`src/rtl/jtexterm_pal_pkg.sv`:
```
// Shared definitions for the palette sequencer: state encoding, palette byte
// layout and RGB555 field positions.
package jtexterm_pal_pkg;

  typedef enum logic [2:0] {
    ST_CLR  = 3'd0,
    ST_IDLE = 3'd1,
    ST_VHI  = 3'd2,
    ST_VLO  = 3'd3,
    ST_VCAP = 3'd4,
    ST_CPUA = 3'd5,
    ST_CPUW = 3'd6
  } pal_state_t;

  localparam int COL_W  = 15;
  localparam int RGB_W  = 5;
  // Even byte carries col[14:8] in bits 6:0; bit 7 is ignored.
  localparam int HI_MSB = 6;
  localparam int HI_LSB = 0;
  localparam int HI_W   = HI_MSB - HI_LSB + 1;
  localparam int R_MSB  = 14;
  localparam int R_LSB  = 10;
  localparam int G_MSB  = 9;
  localparam int G_LSB  = 5;
  localparam int B_MSB  = 4;
  localparam int B_LSB  = 0;

  function automatic logic [COL_W-1:0] pal_col(input logic [HI_W-1:0] hi,
                                               input logic [7:0] lo);
    return {hi, lo};
  endfunction

endpackage

```
`src/rtl/jtexterm_pal_clr.sv`:
```
// Palette clear address generator: walks every RAM address once while enabled
// and flags the last one. Only used when JTEXTERM_PALCLR_EN is defined.
module jtexterm_pal_clr
  import jtexterm_pal_pkg::*;
#(
  parameter int AW = 10
) (
  input  logic          i_clk,
  input  logic          i_rst_n,
  input  logic          i_en,
  output logic [AW-1:0] o_addr,
  output logic          o_done
);

  logic [AW-1:0] r_addr;

  always_ff @(posedge i_clk or negedge i_rst_n) begin
    if (!i_rst_n) begin
      r_addr <= '0;
    end else if (i_en) begin
      r_addr <= r_addr + 1'b1;
    end
  end

  assign o_addr = r_addr;
  assign o_done = i_en & (&r_addr);

endmodule

```
`src/rtl/jtexterm_pal_ctrl.sv`:
```
// Palette RAM sequencer: arbitrates CPU accesses against per-pixel colour
// fetches and builds RGB555. Define JTEXTERM_PALCLR_EN to clear the RAM after reset.
module jtexterm_pal_ctrl
  import jtexterm_pal_pkg::*;
#(
  parameter int PXL_DIV = 4,
  parameter int AW      = 10
) (
  input  logic             i_clk,
  input  logic             i_rst_n,
  input  logic             i_pxl_cen,
  input  logic             i_lhbl,
  input  logic             i_lvbl,
  input  logic [AW-2:0]    i_pal_idx,
  input  logic             i_cpu_cs,
  input  logic             i_cpu_rnw,
  input  logic [AW-1:0]    i_cpu_addr,
  input  logic [7:0]       i_cpu_dout,
  output logic [7:0]       o_cpu_din,
  output logic             o_cpu_ok,
  output logic [AW-1:0]    o_ram_addr,
  output logic [7:0]       o_ram_din,
  output logic             o_ram_we,
  input  logic [7:0]       i_ram_dout,
  output logic             o_clr_busy,
  output logic [RGB_W-1:0] o_red,
  output logic [RGB_W-1:0] o_green,
  output logic [RGB_W-1:0] o_blue,
  output logic [2:0]       o_dbg_state
);

  generate
    if (PXL_DIV < 4) begin : g_bad_div
      $error("PXL_DIV must be at least 4");
    end
  endgenerate

  pal_state_t       r_state, w_next;
  logic [AW-2:0]    r_idx;
  logic             r_vreq;
  logic             r_done;
  logic [AW-1:0]    r_cpu_addr;
  logic             r_cpu_rnw;
  logic [7:0]       r_cpu_wdata;
  logic [7:0]       r_cpu_din;
  logic [HI_W-1:0]  r_hi;
  logic [COL_W-1:0] r_col_next;
  logic [COL_W-1:0] r_rgb;
  logic [AW-1:0]    r_addr_hold;

  logic [AW-1:0]    w_ram_addr;
  logic [7:0]       w_ram_din;
  logic             w_ram_we;
  logic             w_clr_busy;
  logic             w_clr_done;
  logic [AW-1:0]    w_clr_addr;
  logic             w_active;
  logic             w_cen;
  logic             w_vstart;
  logic             w_cpu_ok;
  logic [COL_W-1:0] w_fetched;

`ifdef JTEXTERM_PALCLR_EN
  localparam pal_state_t RST_STATE = ST_CLR;

  jtexterm_pal_clr #(.AW(AW)) u_clr (
    .i_clk   (i_clk),
    .i_rst_n (i_rst_n),
    .i_en    (r_state == ST_CLR),
    .o_addr  (w_clr_addr),
    .o_done  (w_clr_done)
  );

  assign w_clr_busy = (r_state == ST_CLR);
`else
  localparam pal_state_t RST_STATE = ST_IDLE;

  assign w_clr_addr = '0;
  assign w_clr_done = 1'b0;
  assign w_clr_busy = 1'b0;
`endif

  assign w_active  = i_lhbl & i_lvbl;
  assign w_cen     = i_pxl_cen & ~w_clr_busy;
  assign w_vstart  = (w_cen & w_active) | r_vreq;
  assign w_fetched = pal_col(r_hi, i_ram_dout);

  // CPU handshake: i_cpu_cs is the request and stays high until o_cpu_ok.
  // o_cpu_ok pulses for the CPUW cycle only while i_cpu_cs is still high;
  // a new access needs i_cpu_cs low for at least one clk after o_cpu_ok.
  assign w_cpu_ok = (r_state == ST_CPUW) & i_cpu_cs;

  always_comb begin
    w_next = r_state;
    case (r_state)
      ST_CLR:  if (w_clr_done) w_next = ST_IDLE;
      ST_IDLE: begin
        if (w_vstart)                          w_next = ST_VHI;
        else if (i_cpu_cs && !r_done && !w_cen) w_next = ST_CPUA;
      end
      ST_VHI:  w_next = ST_VLO;
      ST_VLO:  w_next = ST_VCAP;
      ST_VCAP: w_next = ST_IDLE;
      ST_CPUA: w_next = ST_CPUW;
      ST_CPUW: w_next = w_vstart ? ST_VHI : ST_IDLE;
      default: w_next = ST_IDLE;
    endcase
  end

  always_comb begin
    w_ram_addr = r_addr_hold;
    w_ram_din  = '0;
    w_ram_we   = 1'b0;
    case (r_state)
      ST_CLR: begin
        w_ram_addr = w_clr_addr;
        w_ram_we   = 1'b1;
      end
      ST_VHI:  w_ram_addr = {r_idx, 1'b0};
      ST_VLO:  w_ram_addr = {r_idx, 1'b1};
      ST_CPUA: begin
        w_ram_addr = r_cpu_addr;
        w_ram_we   = ~r_cpu_rnw;
        w_ram_din  = r_cpu_wdata;
      end
      default: ;
    endcase
  end

  always_ff @(posedge i_clk or negedge i_rst_n) begin
    if (!i_rst_n) begin
      r_state     <= RST_STATE;
      r_idx       <= '0;
      r_vreq      <= 1'b0;
      r_done      <= 1'b0;
      r_cpu_addr  <= '0;
      r_cpu_rnw   <= 1'b1;
      r_cpu_wdata <= '0;
      r_cpu_din   <= '0;
      r_hi        <= '0;
      r_col_next  <= '0;
      r_rgb       <= '0;
      r_addr_hold <= '0;
    end else begin
      r_state     <= w_next;
      r_addr_hold <= w_ram_addr;

      if (r_state == ST_VLO)  r_hi       <= i_ram_dout[HI_MSB:HI_LSB];
      if (r_state == ST_VCAP) r_col_next <= w_fetched;
      if (r_state == ST_VHI)  r_vreq     <= 1'b0;

      // A fetch deferred behind a CPU access can finish on the very edge of
      // the next pixel, so the freshly fetched colour is forwarded.
      if (w_cen) begin
        r_rgb <= (r_state == ST_VCAP) ? w_fetched : r_col_next;
        if (w_active) begin
          r_idx  <= i_pal_idx;
          r_vreq <= 1'b1;
        end else begin
          r_col_next <= '0;
        end
      end

      if (r_state == ST_IDLE && w_next == ST_CPUA) begin
        r_cpu_addr  <= i_cpu_addr;
        r_cpu_rnw   <= i_cpu_rnw;
        r_cpu_wdata <= i_cpu_dout;
      end

      if (w_cpu_ok) begin
        r_done <= 1'b1;
        if (r_cpu_rnw) r_cpu_din <= i_ram_dout;
      end else if (!i_cpu_cs) begin
        r_done <= 1'b0;
      end
    end
  end

  assign o_cpu_ok    = w_cpu_ok;
  assign o_cpu_din   = (w_cpu_ok && r_cpu_rnw) ? i_ram_dout : r_cpu_din;
  assign o_ram_addr  = w_ram_addr;
  assign o_ram_din   = w_ram_din;
  assign o_ram_we    = w_ram_we;
  assign o_clr_busy  = w_clr_busy;
  assign o_red       = r_rgb[R_MSB:R_LSB];
  assign o_green     = r_rgb[G_MSB:G_LSB];
  assign o_blue      = r_rgb[B_MSB:B_LSB];
  assign o_dbg_state = r_state;

endmodule

```
`config.mk`:
```
export PLATFORM = sky130hd
export DESIGN_NAME = jtexterm_pal_ctrl
export DESIGN_NICKNAME = d
export VERILOG_FILES = /design/src/rtl/jtexterm_pal_pkg.sv /design/src/rtl/jtexterm_pal_clr.sv /design/src/rtl/jtexterm_pal_ctrl.sv
export SDC_FILE = /design/constraint.sdc
export NUM_CORES = 1
export LEC_CHECK = 0
export ABC_AREA = 1
export BUFFER_PORTS_ARGS = -buffer_cell sky130_fd_sc_hd__buf_4
export CAP_MARGIN = 10
export CELL_PAD_IN_SITES_DETAIL_PLACEMENT = 1
export CELL_PAD_IN_SITES_GLOBAL_PLACEMENT = 1
export CORE_AREA = 2 2 129 131
export CTS_BUF_LIST = sky130_fd_sc_hd__clkbuf_8
export DETAILED_ROUTE_END_ITERATION = 8
export DIE_AREA = 0 0 131 133
export PLACE_DENSITY_LB_ADDON = 0.08
export REMOVE_ABC_BUFFERS = 1
export SLEW_MARGIN = 20
export SYNTH_ARGS = -nofsm -noshare
export SYNTH_HDL_FRONTEND = slang
export SYNTH_SLANG_ARGS = --single-unit
```
`constraint.sdc`:
```
create_clock -name i_clk -period 1.3 [get_ports i_clk]
set_input_delay 0 -clock i_clk [delete_from_list [all_inputs] [get_ports i_clk]]
set_output_delay 0 -clock i_clk [all_outputs]
set_load 0.03 [all_outputs]
```
After elaboration in Yosys (flattened, before gate mapping) --
Index checks and enable logic that the tools add are counted.
Cells by class: equal/unequal tests 8, muxes and demuxes 16, bitwise logic cells 5, reduce and logical (&&, ||, !) cells 9
Operator list (count):
- 15-bit 2-to-1 mux | 3
- 10-bit case mux with 4 select lines | 1
- 3-bit case mux with 6 select lines | 1
- 8-bit 2-to-1 mux | 2
- 3-bit == test, second input constant | 4
- 3-bit by 2-bit == test with 1-bit output, second input constant | 2
- 3-bit 2-to-1 mux | 2
- 1-bit 2-to-1 mux | 5
- 1-bit logical AND | 4
- 2-bit AND reduction | 2
- 1-bit AND | 3
- 3-bit by 1-bit == test with 1-bit output, second input constant | 1
- 3-bit zero test | 1
- 1-bit zero test | 2
- 2-bit 2-to-1 mux | 1
- 2-bit by 1-bit inequality test with 1-bit output, second input constant | 1
- 1-bit case mux with 2 select lines | 1
- 1-bit inverter | 1
- 1-bit bitwise OR | 1
Word-level totals: register bits after elaboration 88, input port bits 42, output and inout bits 47, logic and storage cells 50

Depth between registers and ports, before layout --
depth in word-level cells 8, mapped depth 8, depth with buffers taken out 6

Worst setup path before layout --
No wires, ideal clock.
path type reg-to-reg, start point register r_state[1], in the netlist o_dbg_state[1], end point register r_cpu_din[0], library setup time 126 ps, data arrival time 1629 ps, required time 1174 ps, path slack -455 ps, stages on the path, launching flop included 6, clock period less this slack 1755 ps, path through dfrtp_1 > buf_6 > nand3_1 > nor2_2 > nand3_1 > nand2_1
On the way: longest elaborated chain between the ends 3
RTL lines:
- start: declaration | line jtexterm_pal_ctrl.sv:38 | pal_state_t r_state, w_next;
- start signal: assignment | line jtexterm_pal_ctrl.sv:145 | r_state <= w_next;
- 3-bit == test | line jtexterm_pal_ctrl.sv:91 | assign w_cpu_ok = (r_state == ST_CPUW) & i_cpu_cs;
- 1-bit AND | line jtexterm_pal_ctrl.sv:91
- net o_cpu_ok | line jtexterm_pal_ctrl.sv:20 | output logic o_cpu_ok,
- 2-bit AND reduction (no source line)
- end signal: assignment | line jtexterm_pal_ctrl.sv:172 | if (r_cpu_rnw) r_cpu_din <= i_ram_dout;
- end: declaration | line jtexterm_pal_ctrl.sv:45 | logic [7:0] r_cpu_din;
The timed path passes the listed nets, and every way through them passes these cells. A chain may end at the register's enable or synchronous reset.

Worst setup path after layout --
start point register r_state[0], in the netlist o_dbg_state[0], end point output port o_ram_we
On the way: longest elaborated chain between the ends 2
RTL lines:
- 3-bit == test / 3-bit zero test (equally long branches) | line jtexterm_pal_ctrl.sv:114 | case (r_state)
- 1-bit case mux with 2 select lines * | line jtexterm_pal_ctrl.sv:114
- end: declaration | line jtexterm_pal_ctrl.sv:23 | output logic o_ram_we,
Mark *: on every way between the ends. The rest lies on a longest branch, timed or not.

==> tab_implementation.tex <==
\begin{tabular}{lr}
\hline
Metric & Value \\
\hline
\multicolumn{2}{l}{\textbf{Run status}} \\
\quad Outcome & complete, but fails checks \\
\quad Violated checks & setup timing \\
\multicolumn{2}{l}{\textbf{Die}} \\
\quad Initial core utilization & 0.244 \\
\quad Die extent in x & 131 µm \\
\quad Top Ports & 89 \\
\quad Die Footprint & 0.0174 mm² \\
\quad Vertical die dimension & 133 µm \\
\quad Core Rows & 47 \\
\quad Area of the core & 0.0162 mm² \\
\multicolumn{2}{l}{\textbf{Worst setup path}} \\
\quad Source of the critical timing path & o\_dbg\_state[0] \\
\quad Worst EP arrival & 1.76 ns \\
\quad Critical path launch point type & flip-flop \\
\quad CP Class & reg2out \\
\quad Maximum fanout count along the critical path & 3 \\
\quad Type of element capturing the critical path & output port \\
\quad Crit path required time & 1.30 ns \\
\quad Startpoint of the worst-slack reg-to-reg timing path & o\_dbg\_state[0] \\
\multicolumn{2}{l}{\textbf{CTS}} \\
\quad TritonCTS clock tree & yes \\
\quad Reg clk slew, reported paths & roughly 0.090 ns \\
\quad Clock latency on the worst-skew pair & 0.37 ns \\
\quad Clock Tree Root & clkbuf\_8 \\
\quad Total CTS buffers & 9 \\
\quad Count of clock tree sinks & between 80 and 90 \\
\quad H-Tree Depth & 3 \\
\quad Largest buffer count on any clock path & 2 \\
\multicolumn{2}{l}{\textbf{Routing}} \\
\quad Number of nets with antenna violations after routing & 0 \\
\quad Number of design rule violations left after detail routing & 0 \\
\quad Wire length per cell & roughly 14 µm \\
\quad DR pass1 iterations & 4 \\
\quad Vias post-DR & 3676 \\
\quad Routed WL & approximately 13000 µm \\
\quad Starting DRT DRC Count & 101 \\
\quad Number of vias per cell after detailed routing & 4.19 \\
\multicolumn{2}{l}{\textbf{Logic synthesis}} \\
\quad Post-synthesis cell type count & 21 \\
\quad Predominant post-synthesis flop cell & dfrtp\_1 \\
\quad Netlist Area Pre-Place & just under 0.004 mm² \\
\quad Proportion of synthesized flip-flops having asynchronous set or reset & 1.00 \\
\quad Avg Synthesized Cell Area & 8.07 µm² \\
\quad Leading post-synthesis cells by cell area & dfrtp\_1, nand2\_1, nand3\_1, inv\_1, nor2\_1 \\
\quad Area share of the leading cell type in the synthesized netlist & 0.545 \\
\quad Number of enable flip-flop cells after synthesis & 0 \\
\quad Yosys top cell by area & dfrtp\_1 \\
\quad Flip-flop and latch count after synthesis & between 80 and 90 \\
\quad Share of synthesized area occupied by flip-flops and latches & 0.559 \\
\quad Number of standard cells after synthesis & 489 \\
\quad Cell with the most instances after synthesis & nand2\_1 \\
\quad Most instantiated cells after synthesis & nand2\_1, dfrtp\_1, nand3\_1 \\
\quad Number of warnings reported in the yosys synthesis log & 0 \\
\multicolumn{2}{l}{\textbf{Timing}} \\
\quad Post-layout minimum cycle time & 1.76 ns \\
\quad Final hold vios & 0 \\
\quad Total negative slack for setup checks & -22.64 ns \\
\quad Fin. max-slew vios & 0 \\
\quad Final setup viols & 90 \\
\quad Period utilization & 1.35 \\
\quad Upper clock frequency limit & 569 MHz \\
\quad RSZ-0062 raised after global routing & yes \\
\quad Final Skew & between 0.01 and 0.015 ns \\
\quad Worst path setup slack after routing & -0.459 ns \\
\multicolumn{2}{l}{\textbf{GRT}} \\
\quad Initial antenna violation count & 0 \\
\quad M3 GR Usage & 0.0271 \\
\quad Met1 track demand over resource in global routing & 0.191 \\
\quad Aggregate global-route resource usage & 0.155 \\
\quad First-pass GRT wire length & around 20000 µm \\
\quad Total overflow reported by the global router & 0 \\
\quad Pin count of the biggest net entering global routing & 33 \\
\quad Met2 Resource Use GR & 0.265 \\
\quad Number of global-route vias before repair & between 3k and 4k \\
\quad Most Used Layer, Global Route & met2 \\
\multicolumn{2}{l}{\textbf{Power}} \\
\quad Power per standard cell area & 2200 mW/mm² \\
\quad Total leakage power & 3.24 nW \\
\quad Total power of the final layout & 0.0134 W \\
\quad VDD IR max & $\sim$0.88 mV \\
\multicolumn{2}{l}{\textbf{Finish}} \\
\quad Proportion of layout cells with a drive suffix above 1 & 0.305 \\
\quad Layout Nets & between 600 and 700 \\
\quad Area grow syn2layout & 54.8\% \\
\quad Final core utilization & 0.378 \\
\quad Inserted Diodes & 0 \\
\quad Final standard cell count with taps included and fillers excluded & 878 \\
\quad Post-route cell area & 0.00611 mm² \\
\multicolumn{2}{l}{\textbf{Placed design}} \\
\quad Post-Place Cells & 807 \\
\quad Estimated wirelength of the detail-placed design & 8520 µm \\
\quad Total placed instance area & 0.00503 mm² \\
\quad Port Buffers & a little under 90 \\
\quad Routability Congestion & 0.766 \\
\multicolumn{2}{l}{\textbf{Min path}} \\
\quad Path category of the worst min-delay check & in2reg \\
\quad Hold path startpoint & i\_pxl\_cen \\
\multicolumn{2}{l}{\textbf{Run}} \\
\quad Max\_cap viols & 0 \\
\hline
\end{tabular}
logic make-up (layout without fill, tap and decap cells):
| group | count (synthesis) | count (layout) | share of synthesized area |
|---|---|---|---|
| other | 1 | 1 | 0.000950 |
| buffers and inverters | 82 | 251 | 0.0970 |
| DFF | 88 | 88 | 0.559 |
| and+or+nand+nor | 308 | 308 | 0.330 |
| AOI/OAI and AO/OA | 10 | 10 | 0.0136 |
cells in the final DEF (no fill, tap or decap):
master,Yosys,layout
dfrtp_2,0,2
nand3_2,1,15
nand2_4,0,1
inv_2,3,2
inv_1,54,54
inv_4,0,2
buf_6,6,28
buf_12,0,5
bufinv_16,0,3
nand2_1,190,172
o21ai_0,8,8
nor2_4,1,4
nand2_8,0,1
a21oi_1,1,1
nand3_1,73,58
clkinv_1,1,1
nand2_2,1,17
buf_8,0,2
a21oi_2,1,1
dlygate4sd3_1,0,41
buf_16,0,1
clkbuf_8,0,10
nor2_2,4,2
dfstp_2,2,2
nor2_1,27,26
nand4_1,11,11
clkinv_4,0,1
buf_4,5,100
conb_1,1,1
dfrtp_1,86,84
clkinv_2,0,1
nand3_4,0,1
power breakdown:
group	total (W)	internal, W	switching (W)
sequential	0.00438	0.00387	0.000512
clock	0.00239	0.00132	0.00106
combinational	0.00666	0.00271	0.00395
final timing paths:
| kind | end | slack, ns | cells past startpoint |
|---|---|---|---|
| max in group asynchronous | o_dbg_state[0] | 0.57 | 3 |
| setup / recovery | o_ram_we | -0.46 | 8 |
| min in group asynchronous | r_rgb[6] | 0.12 | 2 |
| hold reg to reg | r_cpu_wdata[6] | 0.48 | 2 |
| setup reg to reg | r_rgb[10] | -0.26 | 9 |
| hold / removal | r_rgb[3] | 0.002 | 4 |
flip-flops by register name, summed over array words and instances, names as in the netlist:
| name | cells |
|---|---|
| r_cpu_addr | 10 |
| r_addr_hold | 10 |
| r_idx | 9 |
| r_cpu_din | 8 |
| o_dbg_state | 3 |
| r_cpu_rnw | 1 |
| r_hi | 7 |
| r_vreq | 1 |
| r_rgb | 15 |
| r_done | 1 |
| r_cpu_wdata | 8 |
| r_col_next | 15 |
timing repair:
action	CTS	global route
resized for setup	57	22
pin swaps	1	1
endpoints found under the setup margin	104	107
endpoints found under the hold margin	140	0
hold buffers	41	0
gates cloned	1	0
buffers inserted	9	4
metal layers:
layer  wire (µm)  up-vias  share of wire
met4         267        0          0.021
met5           0        -              0
met1        5560     1764           0.44
li1            -     1832              -
met3         365       14          0.029
met2        6370       66           0.51
metrics by stage:
step	worst slack, ns	hold WS [ns]
floorplan	-1.03	-0.296
detailed placement	-0.167	-0.0211
global route	-0.540	0.0252
CTS	-0.457	0.00258
finish	-0.459	0.00195
global placement	-0.166	-0.0126
cell type report:
class,count,area (µm²)
clock inverter,6,108
inverter,58,223
fill,1910,10100
clock buffer,10,138
timing repair buffer,177,1630
sequential,88,2210
multi-input combinational,319,1520
tap,220,275
critical path, stage by stage, from the launching register on:
cell	delay, ns
dfstp_2	0.59
buf_4	0.15
buf_4	0.11
nor2_4	0.03
buf_4	0.12
nand2_1	0.05
o21ai_0	0.07
buf_4	0.15
buf_6	0.13
Power figures use the tool's default switching activity.
